==> src/rtl/game_pkg.sv <==
// Shared encodings for the falling-fruit game sequencer: round states,
// object slot indices, point values and a counter-width helper.
package game_pkg;

    typedef enum logic [1:0] {
        ST_IDLE  = 2'd0,
        ST_PLAY  = 2'd1,
        ST_PAUSE = 2'd2,
        ST_OVER  = 2'd3
    } state_t;

    localparam int OBJ_BUG    = 0;
    localparam int OBJ_GREEN  = 1;
    localparam int OBJ_ORANGE = 2;
    localparam int OBJ_YELLOW = 3;

    localparam int PTS_YELLOW = 1;
    localparam int PTS_ORANGE = 2;
    localparam int PTS_GREEN  = 3;
    localparam int PEN_BUG    = 3;

    // Bits needed to count 0..n-1, never less than one.
    function automatic int cnt_w(input int n);
        return (n > 1) ? $clog2(n) : 1;
    endfunction

endpackage

==> src/rtl/tick_gen.sv <==
// Modulo-PERIOD strobe generator: counts while en, holds otherwise, clears on clr.
// shift divides the period by 2^shift; an effective period below one clamps to one.
module tick_gen #(
    parameter int WIDTH  = 8,
    parameter int PERIOD = 4
) (
    input  logic             clk,
    input  logic             rst,
    input  logic             en,
    input  logic             clr,
    input  logic [1:0]       shift,
    output logic [WIDTH-1:0] count,
    output logic             pulse
);

    int               eff;
    logic [WIDTH-1:0] term;

    always_comb begin
        eff = PERIOD >> shift;
        if (eff < 1) eff = 1;
        term = WIDTH'(eff - 1);
    end

    // >= rather than == so a counter stranded above a freshly shortened period wraps at once
    assign pulse = en && (count >= term);

    always_ff @(posedge clk) begin
        if (rst || clr)
            count <= '0;
        else if (en)
            count <= pulse ? '0 : count + 1'b1;
    end

endmodule

==> src/rtl/game_sched_ctrl.sv <==
// Round sequencer for the falling-fruit game: move strobes, round FSM, countdown and score.
// Optional macro SPEEDUP_EN halves fall periods every LEVEL_SEC seconds of play (up to level 3).
module game_sched_ctrl
    import game_pkg::*;
#(
    parameter int CLK_HZ     = 100000000,
    parameter int GAME_SEC   = 60,
    parameter int PER_BUG    = 1048576,
    parameter int PER_GREEN  = 524288,
    parameter int PER_ORANGE = 1048576,
    parameter int PER_YELLOW = 2097152,
    parameter int SCORE_W    = 8,
    parameter int LEVEL_SEC  = 15
) (
    input  logic               clk,
    input  logic               rst,
    input  logic               start,
    input  logic               pause,
    input  logic [3:0]         catch_valid,
    output logic [3:0]         move_en,
    output logic [3:0]         obj_en,
    output logic [1:0]         state,
    output logic [6:0]         time_left,
    output logic [SCORE_W-1:0] score,
    output logic [1:0]         level
);

    localparam int SW2 = SCORE_W + 2;
    localparam logic signed [SW2-1:0] SCORE_MAX = $signed({2'b00, {SCORE_W{1'b1}}});
    localparam logic signed [SW2-1:0] D_YEL = SW2'(PTS_YELLOW);
    localparam logic signed [SW2-1:0] D_ORA = SW2'(PTS_ORANGE);
    localparam logic signed [SW2-1:0] D_GRN = SW2'(PTS_GREEN);
    localparam logic signed [SW2-1:0] D_BUG = SW2'(PEN_BUG);

    if (GAME_SEC < 1 || GAME_SEC > 127 || LEVEL_SEC < 1) begin : g_cfg_err
        $error("game_sched_ctrl: GAME_SEC must be 1..127 and LEVEL_SEC at least 1");
    end

    function automatic logic [SCORE_W-1:0] sat_score(input logic signed [SW2-1:0] v);
        if (v < 0) return '0;
        if (v > SCORE_MAX) return '1;
        return v[SCORE_W-1:0];
    endfunction

    state_t             st;
    logic [6:0]         time_left_q;
    logic [SCORE_W-1:0] score_q;
    logic               play, active, start_round, sec_pulse;

    assign play        = (st == ST_PLAY);
    assign active      = play || (st == ST_PAUSE);
    assign start_round = start && !active;

    assign obj_en    = active ? 4'hF : 4'h0;
    assign state     = st;
    assign time_left = time_left_q;
    assign score     = score_q;

    logic [cnt_w(CLK_HZ)-1:0]     cnt_sec;
    logic [cnt_w(PER_BUG)-1:0]    cnt_bug;
    logic [cnt_w(PER_GREEN)-1:0]  cnt_green;
    logic [cnt_w(PER_ORANGE)-1:0] cnt_orange;
    logic [cnt_w(PER_YELLOW)-1:0] cnt_yellow;
    logic                         unused_cnt;

    assign unused_cnt = ^{cnt_sec, cnt_bug, cnt_green, cnt_orange, cnt_yellow};

    tick_gen #(.WIDTH(cnt_w(CLK_HZ)), .PERIOD(CLK_HZ)) u_sec (
        .clk(clk), .rst(rst), .en(play), .clr(!active), .shift(2'd0),
        .count(cnt_sec), .pulse(sec_pulse));

    tick_gen #(.WIDTH(cnt_w(PER_BUG)), .PERIOD(PER_BUG)) u_bug (
        .clk(clk), .rst(rst), .en(play), .clr(!active), .shift(level),
        .count(cnt_bug), .pulse(move_en[OBJ_BUG]));

    tick_gen #(.WIDTH(cnt_w(PER_GREEN)), .PERIOD(PER_GREEN)) u_green (
        .clk(clk), .rst(rst), .en(play), .clr(!active), .shift(level),
        .count(cnt_green), .pulse(move_en[OBJ_GREEN]));

    tick_gen #(.WIDTH(cnt_w(PER_ORANGE)), .PERIOD(PER_ORANGE)) u_orange (
        .clk(clk), .rst(rst), .en(play), .clr(!active), .shift(level),
        .count(cnt_orange), .pulse(move_en[OBJ_ORANGE]));

    tick_gen #(.WIDTH(cnt_w(PER_YELLOW)), .PERIOD(PER_YELLOW)) u_yellow (
        .clk(clk), .rst(rst), .en(play), .clr(!active), .shift(level),
        .count(cnt_yellow), .pulse(move_en[OBJ_YELLOW]));

    // Two guard bits keep the worst-case sum (max score + 6, or 0 - 3) representable
    logic signed [SW2-1:0] delta, sum;

    always_comb begin
        delta = '0;
        if (catch_valid[OBJ_YELLOW]) delta = delta + D_YEL;
        if (catch_valid[OBJ_ORANGE]) delta = delta + D_ORA;
        if (catch_valid[OBJ_GREEN])  delta = delta + D_GRN;
        if (catch_valid[OBJ_BUG])    delta = delta - D_BUG;
        sum = $signed({2'b00, score_q}) + delta;
    end

    always_ff @(posedge clk) begin
        if (rst) begin
            st          <= ST_IDLE;
            time_left_q <= '0;
            score_q     <= '0;
        end else begin
            case (st)
                ST_IDLE, ST_OVER: begin
                    if (start) begin
                        st          <= ST_PLAY;
                        time_left_q <= 7'(GAME_SEC);
                        score_q     <= '0;
                    end
                end
                ST_PLAY: begin
                    score_q <= sat_score(sum);
                    if (sec_pulse && time_left_q != 7'd0)
                        time_left_q <= time_left_q - 7'd1;
                    // Expiry beats a simultaneous pause so the round cannot freeze at zero
                    if (sec_pulse && time_left_q <= 7'd1)
                        st <= ST_OVER;
                    else if (pause)
                        st <= ST_PAUSE;
                end
                ST_PAUSE: begin
                    if (pause) st <= ST_PLAY;
                end
                default: st <= ST_IDLE;
            endcase
        end
    end

`ifdef SPEEDUP_EN
    localparam int LVL_W = cnt_w(LEVEL_SEC);

    logic [LVL_W-1:0] lvl_cnt;
    logic [1:0]       level_q;

    assign level = level_q;

    always_ff @(posedge clk) begin
        if (rst || start_round) begin
            lvl_cnt <= '0;
            level_q <= 2'd0;
        end else if (play && sec_pulse) begin
            if (lvl_cnt == LVL_W'(LEVEL_SEC - 1)) begin
                lvl_cnt <= '0;
                if (level_q != 2'd3) level_q <= level_q + 2'd1;
            end else begin
                lvl_cnt <= lvl_cnt + 1'b1;
            end
        end
    end
`else
    logic unused_start_round;

    assign unused_start_round = start_round;
    assign level = 2'd0;
`endif

endmodule

==> config.mk <==
export PLATFORM = sky130hd
export DESIGN_NAME = game_sched_ctrl
export DESIGN_NICKNAME = d
export VERILOG_FILES = /design/src/rtl/game_pkg.sv /design/src/rtl/tick_gen.sv /design/src/rtl/game_sched_ctrl.sv
export SDC_FILE = /design/constraint.sdc
export NUM_CORES = 1
export LEC_CHECK = 0
export ABC_AREA = 0
export BUFFER_PORTS_ARGS = -buffer_cell sky130_fd_sc_hd__buf_2
export CAP_MARGIN = 40
export CORE_AREA = 3 3 148 150
export DETAILED_ROUTE_END_ITERATION = 7
export DIE_AREA = 0 0 151 153
export PLACE_DENSITY = 0.63
export SLEW_MARGIN = 15
export SYNTH_ARGS = -nofsm -noshare
export SYNTH_HDL_FRONTEND = slang
export SYNTH_HIERARCHICAL = 1
export SYNTH_SLANG_ARGS = --single-unit
==> constraint.sdc <==
create_clock -name clk -period 4.3 [get_ports clk]
set_input_delay 0.43 -clock clk [delete_from_list [all_inputs] [get_ports clk]]
set_output_delay 0.43 -clock clk [all_outputs]
set_load 0.02 [all_outputs]
== Word level (Yosys, flattened, before mapping) ==
Index checks and enable logic that the tools add are counted.

* Flip-flop bits (word level): 124
* Output and inout bits: 27
* Word-level logic and storage cells: 81

* Add/subtract/negate cells: 10
* $lt $le $gt $ge: 8
* Eq/ne operators: 7
* Mux-type cells: 31
* Reductions and logical operators: 17

{| class="wikitable"
|+ Operators with widths
! kind !! count
|-
| adder 20 x 1 -> 20 bit (second input constant) || 2
|-
| >= comparator 20 bit (second input constant) || 2
|-
| two-way mux 20 bit || 2
|-
| two-way mux 8 bit || 5
|-
| two-way mux 10 bit || 3
|-
| adder 27 x 1 -> 27 bit (second input constant) || 1
|-
| >= comparator 27 bit (second input constant) || 1
|-
| two-way mux 27 bit || 1
|-
| adder 21 x 1 -> 21 bit (second input constant) || 1
|-
| >= comparator 21 bit (second input constant) || 1
|-
| two-way mux 21 bit || 1
|-
| adder 10 x 3 -> 10 bit (second input constant) || 2
|-
| adder 19 x 1 -> 19 bit (second input constant) || 1
|-
| >= comparator 19 bit (second input constant) || 1
|-
| two-way mux 19 bit || 1
|-
| one-hot mux 8 bit (2 select lines) || 1
|-
| two-way mux 7 bit || 2
|-
| one-hot mux 7 bit (2 select lines) || 1
|-
| adder 9 x 10 -> 10 bit || 1
|-
| > comparator 10 x 9 -> 1 bit (second input constant) || 1
|-
| < comparator 10 x 1 -> 1 bit (second input constant) || 1
|-
| subtractor 10 x 3 -> 10 bit (second input constant) || 1
|-
| two-way mux 1 bit || 8
|-
| two-way mux 2 bit || 4
|-
| other kinds (18) || 28
|}

== Longest topological paths before layout ==
Gate-level depths: netlist of the first run.

* Depth in word-level cells: 18
* Depth in mapped cells: 16

== By module ==
The synthesis of the first run kept the hierarchy.

{| class="wikitable"
|+ By module, submodules not included
! module !! instances !! cells each !! area an instance (µm²)
|-
| tick_gen at u_sec || 1 || 231 || 2005.7
|-
| game_sched_ctrl || 1 || 165 || 1377.6
|-
| tick_gen at u_yellow || 1 || 149 || 1288.7
|-
| tick_gen at u_bug || 1 || 137 || 1224.9
|-
| tick_gen at u_orange || 1 || 140 || 1224.9
|-
| tick_gen at u_green || 1 || 126 || 1167.4
|}

== Worst setup path before layout of the first run ==
No wires, ideal clock.

* Path kind: input to register
* From: input port catch_valid[2]
* To: register score_q[7] (netlist: score[7])
* Library setup time: 0.091 ns
* Data arrival time: 3.058 ns
* Required time: 4.209 ns
* Setup slack: 1.151 ns
* Cell stages on the path: 16
* Path buffers: 0
* Cell sequence: inv_1 -> ha_1 -> and2_1 -> nor2_1 -> ha_1 -> inv_1 -> ha_1 -> nand2_1 -> inv_1 -> ha_1 -> nand2_1 -> o31ai_2 -> a21oi_2 -> xor2_2 -> a21boi_1 -> a311oi_1

* Longest elaborated chain between the ends: 14
* Elaborated cells on any way between the ends: 19

{| class="wikitable"
|+ RTL lines
! item !! RTL line !! text
|-
| from (decl) || game_sched_ctrl.sv:19 || <nowiki>input logic [3:0] catch_valid,</nowiki>
|-
| two-way mux 10 bit * || game_sched_ctrl.sv:94 || <nowiki>if (catch_valid[OBJ_ORANGE]) delta = delta + D_ORA;</nowiki>
|-
| adder 10 x 3 -> 10 bit || game_sched_ctrl.sv:95 || <nowiki>if (catch_valid[OBJ_GREEN]) delta = delta + D_GRN;</nowiki>
|-
| two-way mux 10 bit * || game_sched_ctrl.sv:95 ||
|-
| subtractor 10 x 3 -> 10 bit || game_sched_ctrl.sv:96 || <nowiki>if (catch_valid[OBJ_BUG]) delta = delta - D_BUG;</nowiki>
|-
| two-way mux 10 bit * || game_sched_ctrl.sv:96 ||
|-
| adder 9 x 10 -> 10 bit * || game_sched_ctrl.sv:97 || <nowiki>sum = $signed({2'b00, score_q}) + delta;</nowiki>
|-
| > comparator 10 x 9 -> 1 bit || game_sched_ctrl.sv:41 || <nowiki>if (v > SCORE_MAX) return '1;</nowiki>
|-
| two-way mux 1 bit (2 in series) || game_sched_ctrl.sv:41 ||
|-
| two-way mux 1 bit || game_sched_ctrl.sv:106 || <nowiki>case (st)</nowiki>
|-
| two-way mux 1 bit || game_sched_ctrl.sv:101 || <nowiki>if (rst) begin</nowiki>
|-
| two-way mux 8 bit || game_sched_ctrl.sv:42 || <nowiki>return v[SCORE_W-1:0];</nowiki>
|-
| two-way mux 8 bit * || game_sched_ctrl.sv:41 ||
|-
| one-hot mux 8 bit (2 select lines) * || game_sched_ctrl.sv:106 ||
|-
| to (signal assigned) || game_sched_ctrl.sv:115 || <nowiki>score_q <= sat_score(sum);</nowiki>
|-
| to (decl) || game_sched_ctrl.sv:47 || <nowiki>logic [SCORE_W-1:0] score_q;</nowiki>
|}

Mark *: on every way between the ends. The rest lies on a longest branch, timed or not. The select of a mux whose other input is x is not followed.
A chain may end at the register's enable or synchronous reset.

== Worst setup path after layout of the first run ==
* From: register u_sec.count[17]
* To: register time_left_q[4] (netlist: time_left[4])

* Longest elaborated chain between the ends: 5

{| class="wikitable"
|+ RTL lines
! item !! RTL line !! text
|-
| from (decl) || tick_gen.sv:12 || <nowiki>output logic [WIDTH-1:0] count,</nowiki>
|-
| from (signal assigned) || tick_gen.sv:32 || <nowiki>count <= pulse ? '0 : count + 1'b1;</nowiki>
|-
| >= comparator 27 bit || tick_gen.sv:26 || <nowiki>assign pulse = en && (count >= term);</nowiki>
|-
| logical AND 1 bit || tick_gen.sv:26 ||
|-
| via sec_pulse || game_sched_ctrl.sv:48 || <nowiki>logic play, active, start_round, sec_pulse;</nowiki>
|-
| logical AND 1 bit || game_sched_ctrl.sv:116 || <nowiki>if (sec_pulse && time_left_q != 7'd0)</nowiki>
|-
| inequality test 2 x 1 -> 1 bit (no line) || - ||
|-
| AND reduction 3 bit (no line) || - ||
|-
| to (signal assigned) || game_sched_ctrl.sv:110 || <nowiki>time_left_q <= 7'(GAME_SEC);</nowiki>
|-
| to (signal assigned) || game_sched_ctrl.sv:117 || <nowiki>time_left_q <= time_left_q - 7'd1;</nowiki>
|-
| to (decl) || game_sched_ctrl.sv:46 || <nowiki>logic [6:0] time_left_q;</nowiki>
|}

The timed path passes the listed nets, and every way through them passes these cells.

==> results of run 1 <==
area by class of cell:
| type | count | area share (%) |
|---|---|---|
| Multi-Input combinational cell | 813 | 60.1 |
| Timing Repair Buffer | 35 | 1.93 |
| Inverter | 35 | 1.38 |
| Clock buffer | 20 | 4.81 |
| Sequential cell | 124 | 26.2 |
| Clock inverter | 12 | 2.03 |
| Tap cell | 275 | 3.63 |
critical path, delay by kind of cell, from the launching register on:
family / cells / cell delay (ps)
compound gates: 6 / 1590
simple gates: 4 / 990
fa+ha+maj: 1 / 310
buf+inv: 1 / 140
flops: 1 / 350
power groups by stage:
stage / combinational (mW) / sequential (mW) / clock, mW
global placement: 0.544 / 1.27 / 0
finish: 0.552 / 1.24 / 1.57
CTS: 0.554 / 1.24 / 1.62
detailed placement: 0.550 / 1.27 / 0
floorplan: 0.413 / 1.29 / 0
global route: 0.611 / 1.25 / 1.67
layer usage:
| metal | share of wire, % | global-route usage [%] | routed length [um] | up-vias |
|---|---|---|---|---|
| li1 | - | - | - | 3484 |
| met1 | 49 | 19.7 | 8480 | 3121 |
| met2 | 47 | 24.3 | 8090 | 66 |
| met3 | 2.4 | 3.44 | 411 | 8 |
| met4 | 0.93 | 4.75 | 160 | 0 |
| met5 | 0 | 0 | 0 | - |
sequential cells by signal, summed over array words and instances, names as in the netlist:
name / count
score: 8
time_left: 7
u_green/count: 19
u_orange/count: 20
state: 2
u_bug/count: 20
u_yellow/count: 21
u_sec/count: 27
worst min path at each step:
stage	from	to	slack [ps]	cells past startpoint
detailed placement	score[4]	score[4]	490	2
finish	pause	state[0]	390	3
global placement	score[3]	score[3]	480	2
floorplan	u_bug/count[19]	u_bug/count[19]	470	2
CTS	pause	state[0]	370	3
global route	pause	state[0]	400	3
metrics by stage:
stage | cell area [sq um] | total power [mW]
floorplan | 8520 | 1.70
global placement | 8840 | 1.81
detailed placement | 8840 | 1.82
CTS | 9490 | 3.41
global route | 9490 | 3.53
finish | 9490 | 3.37
logic make-up after synthesis:
family | Yosys count
AO/OA/AOI/OAI | 138
XOR/XNOR | 98
adder cells (fa/ha/maj) | 94
buffers and inverters | 72
flip-flops | 124
multiplexers | 5
other | 7
AND/OR/NAND/NOR | 410
Yosys cell counts (5+ instances only):
master | count | area (sq um)
a21o_1 | 5 | 37.5
a211oi_1 | 12 | 90.1
and2_1 | 6 | 37.5
inv_1 | 33 | 124
nand4_1 | 32 | 200
nor2_1 | 61 | 229
xor2_1 | 40 | 350
o21ai_0 | 14 | 70.1
clkbuf_1 | 17 | 63.8
nand2b_1 | 7 | 43.8
o211ai_1 | 9 | 67.6
dfxtp_1 | 124 | 2480
xnor2_1 | 57 | 499
ha_1 | 93 | 1160
a31oi_1 | 6 | 37.5
conb_1 | 7 | 26.3
and4_1 | 8 | 70.1
nor4_1 | 9 | 56.3
nand2_1 | 76 | 285
mux2i_1 | 5 | 50.1
or2_2 | 8 | 50.1
buf_6 | 5 | 56.3
nand3_1 | 43 | 215
and3_1 | 11 | 68.8
a21oi_1 | 47 | 235
buf_4 | 8 | 60.1
nor3_1 | 69 | 345
nor3_2 | 24 | 240
or3_1 | 12 | 75.1
==> metrics, run 1 <==
startpoint types=flop; Post-synth EDFFs=0; Synth warnings=6; Least-Margin Pin Slew=754 ps; clock root buffer=clkbuf_16; worst min-delay path class=in2reg; count of final setup violators=0; Peak VDD IR=0.331 mV; Routed WL=17.1 mm; Distinct cells, synth=84; CP endpoint kind=flop; Slew Viols, Final=0; hold slack=391 ps; vias in the first global route=6147; Num CTS Buffers=17; number of placed cells counting well taps=1282; Psw=942 uW; commonest non-fill, non-tap cells in the layout=dfxtp_1 (124), ha_1 (92), nand2_1 (76), nor3_1 (69), conb_1 (68); CP max FO=24; CP peak stage delay=450 ps; Int Power=2.43 mW; final core utilization=45.6%; post-synthesis cell count=948; Setup WS pre-CTS=698 ps; sequential-to-total area share from yosys stat=29.9%; initial antenna violation count=0; drt pass-1 iters=5; GRT Overall Usage=15.0%; Async SR Flop Fraction=0%; r2r startpoint=u_sec/count[17]; switch share=28.0%; Die Wd=151 um; Setup Fix Bufs, Post-CTS=0; clock share of power=46.7%; LEAKAGE=3.63 nW; post-layout net count=1128; sequential share of power=36.9%; Final TNS setup=0 ps; Synth Area in Simple Gates=28.1%; RSZ-0062 raised after global routing=no; register area=2480 sq um; Avg Inst Size Synth=8.74 sq um; DR vias/cell=5.08; FP Rows=53; CTS tree=built; fmax=289 MHz; clk slew on worst S/H paths=60 ps; crit path capture=time_left[4]; Die Ht=153 um; antenna-violating nets left=0; first-pass GRT wire length=28.9 mm; # diodes=0; largest family of logic cells by synthesized area=simple AND/OR/NAND/NOR gates; multi-input logic area=5700 sq um; Final Hold Fails=0; FILL cells=2068; Power Density=355 nW/um^2; final setup slack of the worst path=837 ps; post-synthesis xor/xnor area fraction=10.4%; share of cells above drive strength 1=13.9%; min cycle time layout=3460 ps; worst reg2reg path depth=12; initial core utilization=39.8%; mapped cell area=8290 sq um; Max Cap Violations=0; Clock Skew=11.0 ps; multiplexer share of the synthesized area=0.604%; area delta synth->final=14.4%; Ports=35; Rel. slew slack=49.7%; H-tree depth=4; Post-Layout Cell Count=1314; Congestion Overflow GR=0; Worst-Skew Late Latency=410 ps; period utilization=80.5%; Worst EP required=4630 ps; synthesis-stage register bit count=124; clock sinks=124; status=finished, final reports clean; post_cts resized=0; combinational share of power=16.4%; reg2reg setup slack=840 ps; DRT iter0 DRCs=331; CP max-delay cell=o21a_4; WS Path Type=reg2reg; adder-cell area share of the yosys netlist=14.3%; # hold bufs at CTS=0; most common cell after layout, fill and taps aside=dfxtp_1; wire length per cell=13.0 um; clk buf depth=2; worst flop-to-flop path endpoint=time_left[4]; Vias=6679; CP arrival=3800 ps; Compound-Gate Fraction of Synth Area=12.2%; detailed placer's ending HPWL=12.0 mm; crit path launch=u_sec/count[17]; commonest register cell after synthesis=dfxtp_1; Die Area=23100 sq um; largest net degree at the start of global routing=32; Placer Congestion=0.813; port buffer count=32; core footprint=20800 sq um; worst path cell trace=ha_1 > nand3_1 > nor3_1 > o311ai_2 > a21oi_2 > o21a_4 > clkinv_1 > a31o_4 > a21oi_4 > nand2_2 > or4_1 > a31oi_1; DRC Markers=0
Note: power is estimated with default switching activity, not from simulation.
==> inputs of run 2 (changes only) <==
- ABC_AREA: 0 -> 1
- CORE_AREA: 3 3 148 150 -> 3 3 155 157
- DIE_AREA: 0 0 151 153 -> 0 0 158 160
- PLACE_DENSITY: 0.63 -> 0.65
- clock period: 4.3 -> 2.9 ns (I/O delays scaled with it)
==> run 2 against run 1 <==
  * Utilization down 0.68 points
  * Power up 58%
  * Critical path depth up 8
  * Register-to-register slack lost 230 ps
  * Clock skew down 1.1 ps
  * Critical path type is now in2reg
  * Worst setup slack worse by 430 ps
==> metrics, run 2 <==
CP peak stage delay=470 ps (was 450 ps); Die Area=25300 sq um (was 23100 sq um); most common cell after layout, fill and taps aside=nand2_1 (was dfxtp_1); Clock Skew=9.92 ps (was 11.0 ps); GRT Overall Usage=15.2% (was 15.0%); clk slew on worst S/H paths=60 ps (about the same); Worst EP required=3180 ps (was 4630 ps); Async SR Flop Fraction=0% (unchanged); Slew Viols, Final=0 (unchanged); register area=2480 sq um (unchanged); CP max-delay cell=fa_1 (was o21a_4); WS Path Type=in2reg (was reg2reg); post-layout net count=1475 (was 1128); CP arrival=2780 ps (was 3800 ps); Placer Congestion=0.880 (was 0.813); initial core utilization=39.8% (about the same); # diodes=0 (unchanged); crit path launch=catch_valid[3] (was u_sec/count[17]); clock sinks=124 (unchanged); r2r startpoint=u_sec/count[17] (unchanged); period utilization=86.0%; startpoint types=primary input (was flop); FP Rows=55 (was 53); Peak VDD IR=0.492 mV (was 0.331 mV); LEAKAGE=4.70 nW (was 3.63 nW); Rel. slew slack=61.6% (was 49.7%); Least-Margin Pin Slew=575 ps (was 754 ps); Setup Fix Bufs, Post-CTS=0 (unchanged); Hold Path Origin=rst (was pause); worst min-delay path class=in2reg (unchanged); Post-synth EDFFs=0 (unchanged); biggest regs=u_sec/count x27, u_yellow/count x21 (unchanged); DR vias/cell=4.58 (was 5.08); clk buf depth=2 (unchanged); Die Ht=160 um (was 153 um); worst path cell trace=buf_2 > inv_1 > ha_1 > nand2_1 > o21ai_2 > inv_1 > ha_1 > nand2_1 > o21ai_0 > fa_1 > nand3_1 > nand2_1 > nand2_1 > nand2_1 > nand2_1 > nand2_2 > nand3_1 > nand2_1 > nand2_1 > a21oi_2 (was ha_1 > nand3_1 > nor3_1 > o311ai_2 > a21oi_2 > o21a_4 > clkinv_1 > a31o_4 > a21oi_4 > nand2_2 > or4_1 > a31oi_1); # hold bufs at CTS=0 (unchanged); commonest non-fill, non-tap cells in the layout=nand2_1 (293), nor2_1 (175), inv_1 (157), dfxtp_1 (124), ha_1 (92) (was dfxtp_1 (124), ha_1 (92), nand2_1 (76), nor3_1 (69), conb_1 (68)); post_cts resized=0 (unchanged); CP endpoint kind=flop (unchanged); Routed WL=18.4 mm (was 17.1 mm); final core utilization=44.9% (was 45.6%); DRT iter0 DRCs=263 (was 331); Synth warnings=6 (unchanged); Worst-Skew Late Latency=410 ps (about the same); Ports=35 (unchanged); hold depth=2 (was 3); top cell type's share of synthesized area=27.5% (was 29.9%); DRC Markers=0 (unchanged); commonest register cell after synthesis=dfxtp_1 (unchanged); H-tree depth=4 (unchanged); share of cells above drive strength 1=13.7% (was 13.9%); fmax=401 MHz; Distinct cells, synth=56 (was 84); Vias=7659 (was 6679); antenna-violating nets left=0 (unchanged); Hold Path End=score[0] (was state[0]); Final Hold Fails=0 (unchanged); most common cell in the netlist=nand2_1 (was dfxtp_1); Power Density=524 nW/um^2 (was 355 nW/um^2); worst reg2reg path depth=14 (was 12); clock root buffer=clkbuf_16 (unchanged); largest net degree at the start of global routing=28 (was 32); Largest register FFs=27 (unchanged); most flop-heavy register=u_sec/count (unchanged); count of final setup violators=0 (unchanged); Num CTS Buffers=17 (unchanged); Crit path top cell by count=nand2_1; wire length per cell=11.0 um (was 13.0 um); Avg Inst Size Synth=7.06 sq um (was 8.74 sq um); multi-input logic area=5960 sq um (was 5700 sq um); core footprint=22600 sq um (was 20800 sq um); Die Wd=158 um (was 151 um); first-pass GRT wire length=32.5 mm (was 28.9 mm); synthesis-stage register bit count=124 (unchanged); status=finished, final reports clean (unchanged); CP top delay family=adder cells (was compound AO/OA/AOI/OAI gates); Crit path depth=20 (was 12); hold slack=312 ps (was 391 ps); worst flop-to-flop path endpoint=state[1] (was time_left[4]); drt pass-1 iters=5 (unchanged); Congestion Overflow GR=0 (unchanged); sequential-to-total area share from yosys stat=27.5% (was 29.9%); top cells by area, synth=dfxtp_1 (28%), ha_1 (13%), nand2_1 (12%) (was dfxtp_1 (30%), ha_1 (14%), xnor2_1 (6.0%)); reg2reg setup slack=610 ps (was 840 ps); Buffers & Inverters on Critical Path=3 (was 1); Max Cap Violations=0 (unchanged); port buffer count=32 (unchanged); CP max FO=7 (was 24); FILL cells=2313 (was 2068); top cell type by total area after synthesis=dfxtp_1 (unchanged); initial antenna violation count=0 (unchanged); post-synthesis cell count=1276 (was 948); RSZ-0062 raised after global routing=no (unchanged); area delta synth->final=12.8% (was 14.4%); detailed placer's ending HPWL=14.0 mm (was 12.0 mm); commonest cells in the netlist=nand2_1 (293), nor2_1 (175), inv_1 (157) (was dfxtp_1 (124), ha_1 (93), nand2_1 (76)); vias in the first global route=7257 (was 6147); CTS tree=built (unchanged); min cycle time layout=2490 ps; mapped cell area=9010 sq um (was 8290 sq um)
## run 2: cell type report
class	instances	share of cell area [%]
repair buffers	37	1.95
clock buffers	21	4.43
flip-flops and latches	124	24.4
well taps	285	3.51
multi-input cells	1027	58.6
clock inverters	11	0.936
inverters	166	6.13
## run 2: worst max-delay path by stage
stage | endpoint | slack, ps
CTS | score[6] | 410
detailed placement | score[7] | -10
finish | score[7] | 410
global placement | score[6] | 70
global route | score[7] | 110
floorplan | score[6] | 380
## run 2: metal layers
metal | up-vias | global-route usage (%) | wire, um
met3 | 11 | 3.41 | 657
met5 | - | 0 | 0
met1 | 3401 | 20.1 | 9050
met2 | 98 | 25.1 | 8460
li1 | 4149 | - | -
met4 | 0 | 4.03 | 198
## run 2: stage by stage
stage | area, sq um | worst slack (ps) | TNS (ps) | power [mW] | cells
6_report | 10200 | 406 | 0 | 5.33 | 1671
5_1_grt | 10200 | 106 | 0 | 5.67 | 1671
4_1_cts | 10200 | 408 | 0 | 5.41 | 1671
3_5_place_dp | 9620 | -11.3 | -22.4 | 3.39 | 1639
3_3_place_gp | 9620 | 74.0 | 0 | 3.38 | 1639
2_1_floorplan | 9260 | 376 | 0 | 3.12 | 1341
## run 2: logic make-up (layout without fill, tap and decap cells)
group           count (synthesis)  count (layout)  share of synthesized area (%)
other cells                     7              72                          0.292
buf+inv                       190             235                           9.09
mux                             5               5                          0.555
xor+xnor                       67              67                           6.60
fa+ha+maj                      94              94                           13.1
compound gates                106             106                           7.62
simple gates                  683             683                           35.2
flops                         124             124                           27.5
## run 2: power by group
| part | switching (mW) | internal, mW |
|---|---|---|
| Sequential | 0.113 | 1.79 |
| Clock | 0.792 | 1.20 |
| Combinational | 0.971 | 0.463 |
| Total | 1.88 | 3.45 |
==> inputs of run 3 (changes only) <==
- ABC_AREA: 1 -> default
- CORE_AREA: 3 3 155 157 -> 3 3 148 150
- DIE_AREA: 0 0 158 160 -> 0 0 151 153
==> run 3 against run 2 <==
  * Combinational power decreased by 38%
  * Sequential power decreased by 3%
  * Power fell by 3.9%
  * Sequential share of layout area is 0.90 points higher
  * Wire length shrank 7.3%
  * Final cell count fell by 19%
  * Utilization increased by 2.2 points
  * Largest cell class unchanged
  * Largest power group unchanged
==> metrics, run 3 (same netlist as run 1, synthesis figures left out) <==
status=finished, final reports clean (unchanged); clk slew on worst S/H paths=60 ps (about the same); Die Wd=151 um (was 158 um); Placer Congestion=0.815 (was 0.880); vias in the first global route=6395 (was 7257); Largest register FFs=27 (unchanged); CP max FO=4 (was 7); WS Path Type=reg2reg (was in2reg); Ports=35 (unchanged); Post-Layout Cell Count=1347 (was 1671); Worst-Skew Late Latency=420 ps (was 410 ps); CP arrival=3100 ps (was 2780 ps); final core utilization=47.1% (was 44.9%); Setup Fix Bufs, Post-CTS=0 (unchanged); CP max-delay cell=or4_1 (was fa_1); CP peak stage delay=420 ps (was 470 ps); Num CTS Buffers=17 (unchanged); Clock Skew=8.10 ps (was 9.92 ps); fmax=363 MHz (was 401 MHz); Vias=6764 (was 7659); RSZ-0062 raised after global routing=no (unchanged); Peak VDD IR=0.326 mV (was 0.492 mV); Buffers & Inverters on Critical Path=1 (was 3); CTS tree=built (unchanged); wire length per cell=12.6 um (was 11.0 um); clock sinks=124 (unchanged); H-tree depth=4 (unchanged); Worst EP required=3240 ps (was 3180 ps); Setup WS pre-CTS=-285 ps (was -11.3 ps); Slew Viols, Final=0 (unchanged); commonest non-fill, non-tap cells in the layout=dfxtp_1 (124), ha_1 (91), nand2_1 (76), nor3_1 (68), conb_1 (68) (was nand2_1 (293), nor2_1 (175), inv_1 (157), dfxtp_1 (124), ha_1 (92)); Routed WL=17.0 mm (was 18.4 mm); share of cells above drive strength 1=17.2% (was 13.7%); Congestion Overflow GR=0 (unchanged); period utilization=95.0% (was 86.0%); Die Ht=153 um (was 160 um); DRT iter0 DRCs=247 (was 263); GRT Overall Usage=15.4% (was 15.2%); Least-Margin Pin Slew=762 ps (was 575 ps); antenna-violating nets left=0 (unchanged); min cycle time layout=2760 ps (was 2490 ps); most flop-heavy register=u_sec/count (unchanged); port buffer count=32 (unchanged); most common cell after layout, fill and taps aside=dfxtp_1 (was nand2_1); detailed placer's ending HPWL=12.1 mm (was 14.0 mm); drt pass-1 iters=4 (was 5); final instance area=9800 sq um (was 10200 sq um); startpoint types=flop (was primary input); worst path cell trace=ha_1 > nand3_1 > nor3_2 > o311ai_2 > a21oi_2 > o21a_4 > clkinv_1 > a31o_4 > a21oi_4 > nand2_2 > or4_1 > a31oi_1 (was buf_2 > inv_1 > ha_1 > nand2_1 > o21ai_2 > inv_1 > ha_1 > nand2_1 > o21ai_0 > fa_1 > nand3_1 > nand2_1 > nand2_1 > nand2_1 > nand2_1 > nand2_2 > nand3_1 > nand2_1 > nand2_1 > a21oi_2); core footprint=20800 sq um (was 22600 sq um); clock root buffer=clkbuf_16 (unchanged); CP endpoint kind=flop (unchanged); number of placed cells counting well taps=1315 (was 1639); FP Rows=53 (was 55); LEAKAGE=3.82 nW (was 4.70 nW); first-pass GRT wire length=29.8 mm (was 32.5 mm); Final Hold Fails=0 (unchanged); CP top delay family=compound AO/OA/AOI/OAI gates (was adder cells); final setup slack of the worst path=144 ps (was 406 ps); Die Area=23100 sq um (was 25300 sq um); biggest regs=u_sec/count x27, u_yellow/count x21 (unchanged); count of final setup violators=0 (unchanged); largest net degree at the start of global routing=28 (unchanged); Rel. slew slack=49.2% (was 61.6%); initial core utilization=39.8% (about the same); DRC Markers=0 (unchanged); Power Density=522 nW/um^2 (was 524 nW/um^2); clk buf depth=2 (unchanged); Max Cap Violations=0 (unchanged); DR vias/cell=5.02 (was 4.58); area of placed instances=9110 sq um (was 9620 sq um); initial antenna violation count=0 (unchanged); worst min-delay path class=in2reg (unchanged); area delta synth->final=18.2% (was 12.8%); # diodes=0 (unchanged); post-layout net count=1161 (was 1475)
## run 3: cell count changes in the layout (fill, tap and decap cells not counted), sizes merged, moves of 12 or more
cell | previous run | this run
nand2 | 318 | 77
o21ai | 32 | 17
or3 | 1 | 13
buf | 37 | 68
a211oi | 0 | 15
and3 | 3 | 17
nor2 | 229 | 63
nor3 | 15 | 93
xnor2 | 22 | 57
nand3 | 76 | 47
inv | 167 | 34
nand4 | 24 | 36
## run 3: worst paths after layout
kind / from / end / slack [ps] / depth (start not counted)
max: u_sec/count[17] / time_left[4] / 140 / 12
min: pause / state[0] / 250 / 3
max reg2reg: u_sec/count[17] / time_left[4] / 140 / 12
min reg2reg: time_left[6] / time_left[6] / 470 / 1
## run 3: repair_timing
item	4_1_cts	5_1_grt
setup endpoints to repair	0	10
hold buffers	0	0
resized for setup	0	3
endpoints found under the hold margin	0	0
## run 3: final cells by class
| type | count | area, sq um |
|---|---|---|
| Inverter | 35 | 131 |
| Multi-Input combinational cell | 813 | 5740 |
| Sequential cell | 124 | 2480 |
| Clock buffer | 22 | 484 |
| Clock inverter | 10 | 185 |
| Timing Repair Buffer | 68 | 430 |
| Fill cell | 1986 | 11000 |
| Tap cell | 275 | 344 |
## run 3: stage by stage
step                TNS (ps)  hold slack [ps]  power (mW)
floorplan                  0              472        2.53
global placement       -1450              459        2.75
detailed placement     -1960              459        2.76
CTS                        0              229        5.17
global route               0              249        5.36
finish                     0              248        5.12
## run 3: metal layers
layer | share of wire (%) | track usage [%] | vias to the layer above
li1 | - | - | 3544
met3 | 2.8 | 4.27 | 14
met5 | 0 | 0 | -
met4 | 0.77 | 3.41 | 0
met1 | 50 | 20.6 | 3156
met2 | 47 | 24.6 | 50
## run 3: report_power, final
part,total (mW),switching (mW),internal [mW]
combinational,0.889,0.561,0.328
clock,2.39,0.773,1.62
sequential,1.84,0.0811,1.76
## run 3: worst reg2reg max path: stages, from the launching register on
cell	delay [ps]
dfxtp_1	340
ha_1	310
nand3_1	130
nor3_2	250
o311ai_2	150
a21oi_2	220
o21a_4	160
clkinv_1	60
a31o_4	210
a21oi_4	150
nand2_2	100
or4_1	420
a31oi_1	180
